## src/rtl/toggle_pkg.sv

```systemverilog
// Shared types and helpers for the toggle checker.
// Holds the per-lane state encoding and the run-counter width helper.
// No ports; imported by toggle_lane_fsm and toggle_checker.
package toggle_pkg;

   typedef enum logic [1:0] {
      HUNT   = 2'd0,
      LOCKED = 2'd1,
      FAIL   = 2'd2
   } lane_state_t;

   // Width needed to hold values 0..value-1, never less than one bit.
   function automatic int clog2(input int value);
      int w;
      w = 1;
      for (int i = 1; i < 16; i++) begin
         if ((1 << i) < value) w = i + 1;
      end
      return w;
   endfunction

endpackage

```

## src/rtl/toggle_lane_fsm.sv

```systemverilog
// One monitored lane: samples the lane, flags a missed toggle, runs HUNT/LOCKED/FAIL.
// Ports: clk, rst_n (async, active-low), en, tog (lane input), locked/fail (registered),
//        fail_set (combinational strobe: lane enters FAIL on this edge).
module toggle_lane_fsm
   import toggle_pkg::*;
#(
   parameter int K_LOCK = 4
) (
   input  logic clk,
   input  logic rst_n,
   input  logic en,
   input  logic tog,
   output logic locked,
   output logic fail,
   output logic fail_set
);

   localparam int RUN_W = clog2(K_LOCK);
   localparam logic [RUN_W-1:0] RUN_MAX = RUN_W'(K_LOCK - 1);

   logic             prev;
   logic             good_q;
   logic [RUN_W-1:0] run;
   lane_state_t      state;

   // Sample and toggle detection are registered so that the FSM decision
   // on a missed toggle lands one edge after the offending sample.
   always_ff @(posedge clk or negedge rst_n) begin
      if (!rst_n) begin
         prev   <= 1'b0;
         good_q <= 1'b0;
      end else begin
         prev   <= tog;
         good_q <= tog ^ prev;
      end
   end

   // Lets the top set the sticky error on the same edge the fail pulse rises.
   assign fail_set = en && (state == LOCKED) && !good_q;

   always_ff @(posedge clk or negedge rst_n) begin
      if (!rst_n) begin
         state  <= HUNT;
         run    <= '0;
         locked <= 1'b0;
         fail   <= 1'b0;
      end else if (!en) begin
         // Disabled lanes restart hunting and never pulse fail.
         state  <= HUNT;
         run    <= '0;
         locked <= 1'b0;
         fail   <= 1'b0;
      end else begin
         case (state)
            HUNT: begin
               fail <= 1'b0;
               if (good_q) begin
                  if (run == RUN_MAX) begin
                     state  <= LOCKED;
                     run    <= '0;
                     locked <= 1'b1;
                  end else begin
                     run    <= run + 1'b1;
                     locked <= 1'b0;
                  end
               end else begin
                  run    <= '0;
                  locked <= 1'b0;
               end
            end
            LOCKED: begin
               if (!good_q) begin
                  state  <= FAIL;
                  locked <= 1'b0;
                  fail   <= 1'b1;
               end
            end
            FAIL: begin
               // The toggle sampled while failing is deliberately ignored.
               state  <= HUNT;
               run    <= '0;
               locked <= 1'b0;
               fail   <= 1'b0;
            end
            default: begin
               state  <= HUNT;
               run    <= '0;
               locked <= 1'b0;
               fail   <= 1'b0;
            end
         endcase
      end
   end

endmodule

```

## config.mk

```make
export PLATFORM = sky130hd
export DESIGN_NAME = toggle_lane_fsm
export DESIGN_NICKNAME = d
export VERILOG_FILES = /design/src/rtl/toggle_pkg.sv /design/src/rtl/toggle_lane_fsm.sv
export SDC_FILE = /design/constraint.sdc
export NUM_CORES = 1
export LEC_CHECK = 0
export ABC_AREA = 0
export CAP_MARGIN = 15
export CORE_AREA = 5 5 42 44
export CTS_BUF_LIST = sky130_fd_sc_hd__clkbuf_16
export DETAILED_ROUTE_END_ITERATION = 10
export DIE_AREA = 0 0 47 49
export PLACE_DENSITY = 0.44
export SLEW_MARGIN = 15
export SYNTH_ARGS = -nofsm -noshare
export SYNTH_HDL_FRONTEND = slang
export SYNTH_SLANG_ARGS = --single-unit
```

## constraint.sdc

```tcl
create_clock -name clk -period 1.66 [get_ports clk]
set_input_delay 0.332 -clock clk [delete_from_list [all_inputs] [get_ports clk]]
set_output_delay 0.332 -clock clk [all_outputs]
set_load 0.01 [all_outputs]
```

==> run metrics, run 1 <==
nets@finish 47; Cells after Synth 27; Via Count 230; syn nets 32; mean routed wirelength per cell 10.6 um; largest fanout on the critical path 2; pwr/cell area 1270 nW/um^2; first-iteration detailed-routing DRC count 0; Arr. time, crit path 1.29 ns; initial antenna violation count 0; io pins 7; Syn Std Cell Area 318 um^2; average size of a mapped cell 11.8 um^2; RePlAce Congestion 0.749; Clock Sinks 8; Clock Pin Slew Worst Setup and Hold Paths 0.04 ns; final setup vio count 0; Worst EP required 1.33 ns; most common cell after layout, fill and taps aside dfrtp_1; YS warnings 0; Max Clk Rate 617 MHz; pin count of the biggest net entering global routing 9; Antenna Cells 0; Die ar. 2300 um^2; critical-path cell list clkdlybuf4s50_1 -> nand3b_1 -> nor2_1 -> dlygate4sd2_1; Final WS setup 0.0390 ns; die width 47 um; most frequent cells in the layout dfrtp_1, nor2_1, clkdlybuf4s50_1, buf_4; Crit. path cell count 4; vias in the first global route 258; Slowest-stage cell, CP clkdlybuf4s50_1; Static Leak 0.229 nW; slowest stage delay, CP 0.48 ns; design area 502 um^2; global-route wire length before repair 1.03 mm; ratio of cells with drive above 1 in the final layout 20.0%; Synth area leaders dfrtp_1, nand3b_1, nor2_1; WS Path Type input pin to primary output; synth unique cells 12; Tcrit/Tclk final 97.6%; fin crit period 1.62 ns; worst reg2reg path depth 3; Least-Margin Pin Slew 0.371 ns; Design Power 0.000639 W; Fin Setup TNS 0 ns; Area Growth Syn to Fin 57.9%; Clock Path Buffers 2; Vert. Die Dim 49 um; Setup crit end kind primary output; total CTS buffers 3; Pre-antenna DRT Iters 1; worst rel slew slack 75.2%; hold_ws 0.390 ns; HP Class input pin to asynchronous set/reset pin; clock skew 0.000637 ns; row count 14; Final HPWL DP 467 um; total grt overflow 0; sequential area share after synthesis 63.0%; CTS root buffer clkbuf_16; DP Worst Slack -0.238 ns; CP top delay family buffers and inverters; routed wire length 593 um; Post-CTS Repair Setup Buffers 0; status finished clean; final slew viol count 0; MaxCap Viol Count 0; RSZ-0062 raised after global routing no; via-per-instance ratio 4.11; CORE AREA 1400 um^2; Starting Density 22.7%; CTS tree done; Crit path buffers/inverters 2; post-synth top area share 63.0%; Critical Path Source Type input pin; cell area after placement 428 um^2; Synth area leader dfrtp_1; VDD IR max 1030 uV; Hold Buf Count CTS 0; latest clock arrival within the worst-skew pair 0.23 ns; # DRC 0; FF+latch count, synth 8; gr usage total 6.23%; htree depth 1; I/O Buffers 6; DRT antenna net count 0; final hold viol count 0
[power by group]
part	internal (W)	switching, W	total [W]	leakage [nW]
combinational	0.0000191	0.0000162	0.0000353	0.0857
sequential	0.000204	0.00000441	0.000208	0.106
clock	0.000310	0.0000862	0.000396	0.0370
[worst register-to-register path, cell delays in order, from the launching register on]
cell and delay, ns:
dfrtp_1 0.37, buf_4 0.16, or3b_1 0.39, a21oi_2 0.12
[cells in the mapped netlist]
master    number
dfrtp_1        8
nor2_1         5
nand3b_1       3
a21oi_1        2
nand2_1        2
a21oi_2        1
ha_1           1
inv_1          1
mux2i_1        1
nand2b_1       1
or3b_1         1
xor2_1         1
[metal layers]
metal / GRT usage [%] / routed length [um] / up-vias
li1: - / - / 116
met1: 7.83 / 246 / 108
met2: 8.37 / 319 / 6
met3: 2.58 / 28 / 0
met4: 4.15 / 0 / 0
met5: 0 / 0 / -
[sequential cells by signal (all words and copies together), names as in the netlist]
signal and count:
locked 1, prev 1, run 2, fail 1, state 2, good_q 1
[stage by stage]
stage / utilization (%) / instances
after floorplan: - / 27
after global placement: 30.5 / 53
after detailed placement: 30.5 / 53
after CTS: 35.8 / 56
after global routing: 35.8 / 56
final: 35.8 / 56
[kinds of logic after synthesis]
| group | after synthesis | share of synthesized area, % |
|---|---|---|
| simple gates | 12 | 20.1 |
| flops | 8 | 63.0 |
| compound gates | 3 | 5.91 |
| xor+xnor | 1 | 2.76 |
| buf+inv | 1 | 1.18 |
| mux | 1 | 3.15 |
| fa+ha+maj | 1 | 3.94 |
[cell type report]
class,instances,area (um^2)
well taps,16,20.0
clock buffers,3,75.1
repair buffers,10,88.8
flip-flops and latches,8,200
inverters,1,3.75
fillers,141,900
multi-input cells,18,114
[path summary, 6_finish.rpt]
check / startpoint / endpoint / slack, ns
max reg2reg: state[0] / run[0] / 0.55
max in group asynchronous: rst_n / run[1] / 1.00
min reg2reg: prev / good_q / 0.44
min in group clk: prev / good_q / 0.44
min: rst_n / fail / 0.39
max: en / fail_set / 0.04
[repair_timing]
action | in CTS | in global routing
setup endpoints to repair | 1 | 0
gates resized for setup | 1 | 0
endpoints found under the hold margin | 0 | 0
No activity file was read; power rests on OpenSTA's default activity.
==> inputs of run 2 (changes only) <==
Settings changed: PLACE_DENSITY 0.44 to 0.43.
==> run 2 against run 1 <==
Effect of this change: non-clock buffer count is the same; die area did not move; first-iteration DRC count rose by 4; worst setup slack improved by 0.13 ns; final cell count is the same; critical path depth unchanged; critical path type unchanged; highest routed layer is now met4.
==> run metrics, run 2 (synthesized netlist as in run 1, its figures left out) <==
Die ar. 2300 um^2; Setup crit end kind primary output; Critical Path Source Type input pin; status finished clean; MaxCap Viol Count 0; WS Path Type input pin to primary output; Fin Setup TNS 0 ns; hold_ws 0.387 ns; critical-path cell list clkdlybuf4s50_1 -> nand3b_1 -> nor2_1 -> clkbuf_2; ratio of cells with drive above 1 in the final layout 22.5%; most common cell after layout, fill and taps aside dfrtp_1; final slew viol count 0; Top Registers run: 2 flops, state: 2 flops; Tcrit/Tclk final 89.8%; Final HPWL DP 436 um; Static Leak 0.225 nW; nets@finish 47; FF-to-FF Start state[0]; Clock Path Buffers 2; gr usage total 7.16%; initial antenna violation count 0; HP Class input pin to asynchronous set/reset pin; Clock Pin Slew Worst Setup and Hold Paths 0.04 ns; most frequent cells in the layout dfrtp_1, nor2_1, clkdlybuf4s50_1, buf_4; CTS tree done; die width 47 um; slowest stage delay, CP 0.48 ns; first-iteration detailed-routing DRC count 4; total grt overflow 0; Pre-antenna DRT Iters 4; largest fanout on the critical path 2; # DRC 0; final hold viol count 0; routed wire length 594 um; Least-Margin Pin Slew 0.373 ns; Max Clk Rate 671 MHz; Clock Sinks 8; Antenna Cells 0; latest clock arrival within the worst-skew pair 0.23 ns; RSZ-0062 raised after global routing no; Slowest-stage cell, CP clkdlybuf4s50_1; Worst EP required 1.33 ns; clock skew 0.00189 ns; htree depth 1; Arr. time, crit path 1.16 ns; Vert. Die Dim 49 um; mean routed wirelength per cell 10.6 um; pin count of the biggest net entering global routing 9; total CTS buffers 3; DRT antenna net count 0; via-per-instance ratio 4.21; worst rel slew slack 75.1%; I/O Buffers 6; global-route wire length before repair 1.06 mm; Via Count 236; VDD IR max 539 uV; crit path from en; fin crit period 1.49 ns; fin util 35.5%; vias in the first global route 247; Starting Density 22.7%; row count 14; final setup vio count 0; CORE AREA 1400 um^2; Area Growth Syn to Fin 56.7%; Hold Buf Count CTS 0; pwr/cell area 1290 nW/um^2; CTS root buffer clkbuf_16; io pins 7; RePlAce Congestion 0.660
run 2: cell type report:
type,count,area [um^2]
sequential,8,200
fill,151,903
inverter,1,3.75
clock buffer,3,75.1
tap,16,20.0
timing repair buffer,10,85.1
multi-input combinational,18,114
run 2: worst paths after layout:
| kind | to | slack (ns) | cells after the start |
|---|---|---|---|
| min reg2reg | good_q | 0.44 | 1 |
| max | fail_set | 0.17 | 4 |
| min in group clk | good_q | 0.44 | 1 |
| min | fail | 0.39 | 1 |
| max reg2reg | run[0] | 0.55 | 3 |
| max in group asynchronous | run[0] | 1.00 | 1 |
run 2: where the power goes:
part / switching (W) / internal [W] / leakage (nW) / total (W)
Clock: 0.0000896 / 0.000310 / 0.0370 / 0.000400
Combinational: 0.0000160 / 0.0000190 / 0.0821 / 0.0000350
Sequential: 0.00000409 / 0.000204 / 0.106 / 0.000208
Total: 0.000110 / 0.000533 / 0.225 / 0.000642
run 2: what timing repair did:
item / CTS / global route
setup buffers: 0 / 0
endpoints found under the setup margin: 1 / 1
pin swaps: 0 / 0
resized for setup: 1 / 2
run 2: layer usage:
layer | vias to the layer above | track usage (%) | share of wire (%) | wire [um]
met5 | - | 0 | 0 | 0
met4 | 0 | 6.91 | 4.5 | 27
met3 | 3 | 4.43 | 6.7 | 40
met2 | 8 | 7.69 | 41 | 246
met1 | 108 | 8.99 | 47 | 279
li1 | 117 | - | - | -
run 2: critical path, delay by kind of cell:
kind,cells,cell delay (ns)
buffers and inverters,2,0.62
AND/OR/NAND/NOR,2,0.21
run 2: per-stage QoR:
stage / std cells / worst slack, ns / total power [W] / instance area, um^2
final: 56 / 0.170 / 0.000642 / 498
after global routing: 56 / 0.0704 / 0.000674 / 498
after CTS: 56 / 0.0257 / 0.000652 / 502
after detailed placement: 53 / -0.235 / 0.000246 / 428
after global placement: 53 / -0.239 / 0.000245 / 428
after floorplan: 27 / 0.617 / 0.000224 / 318
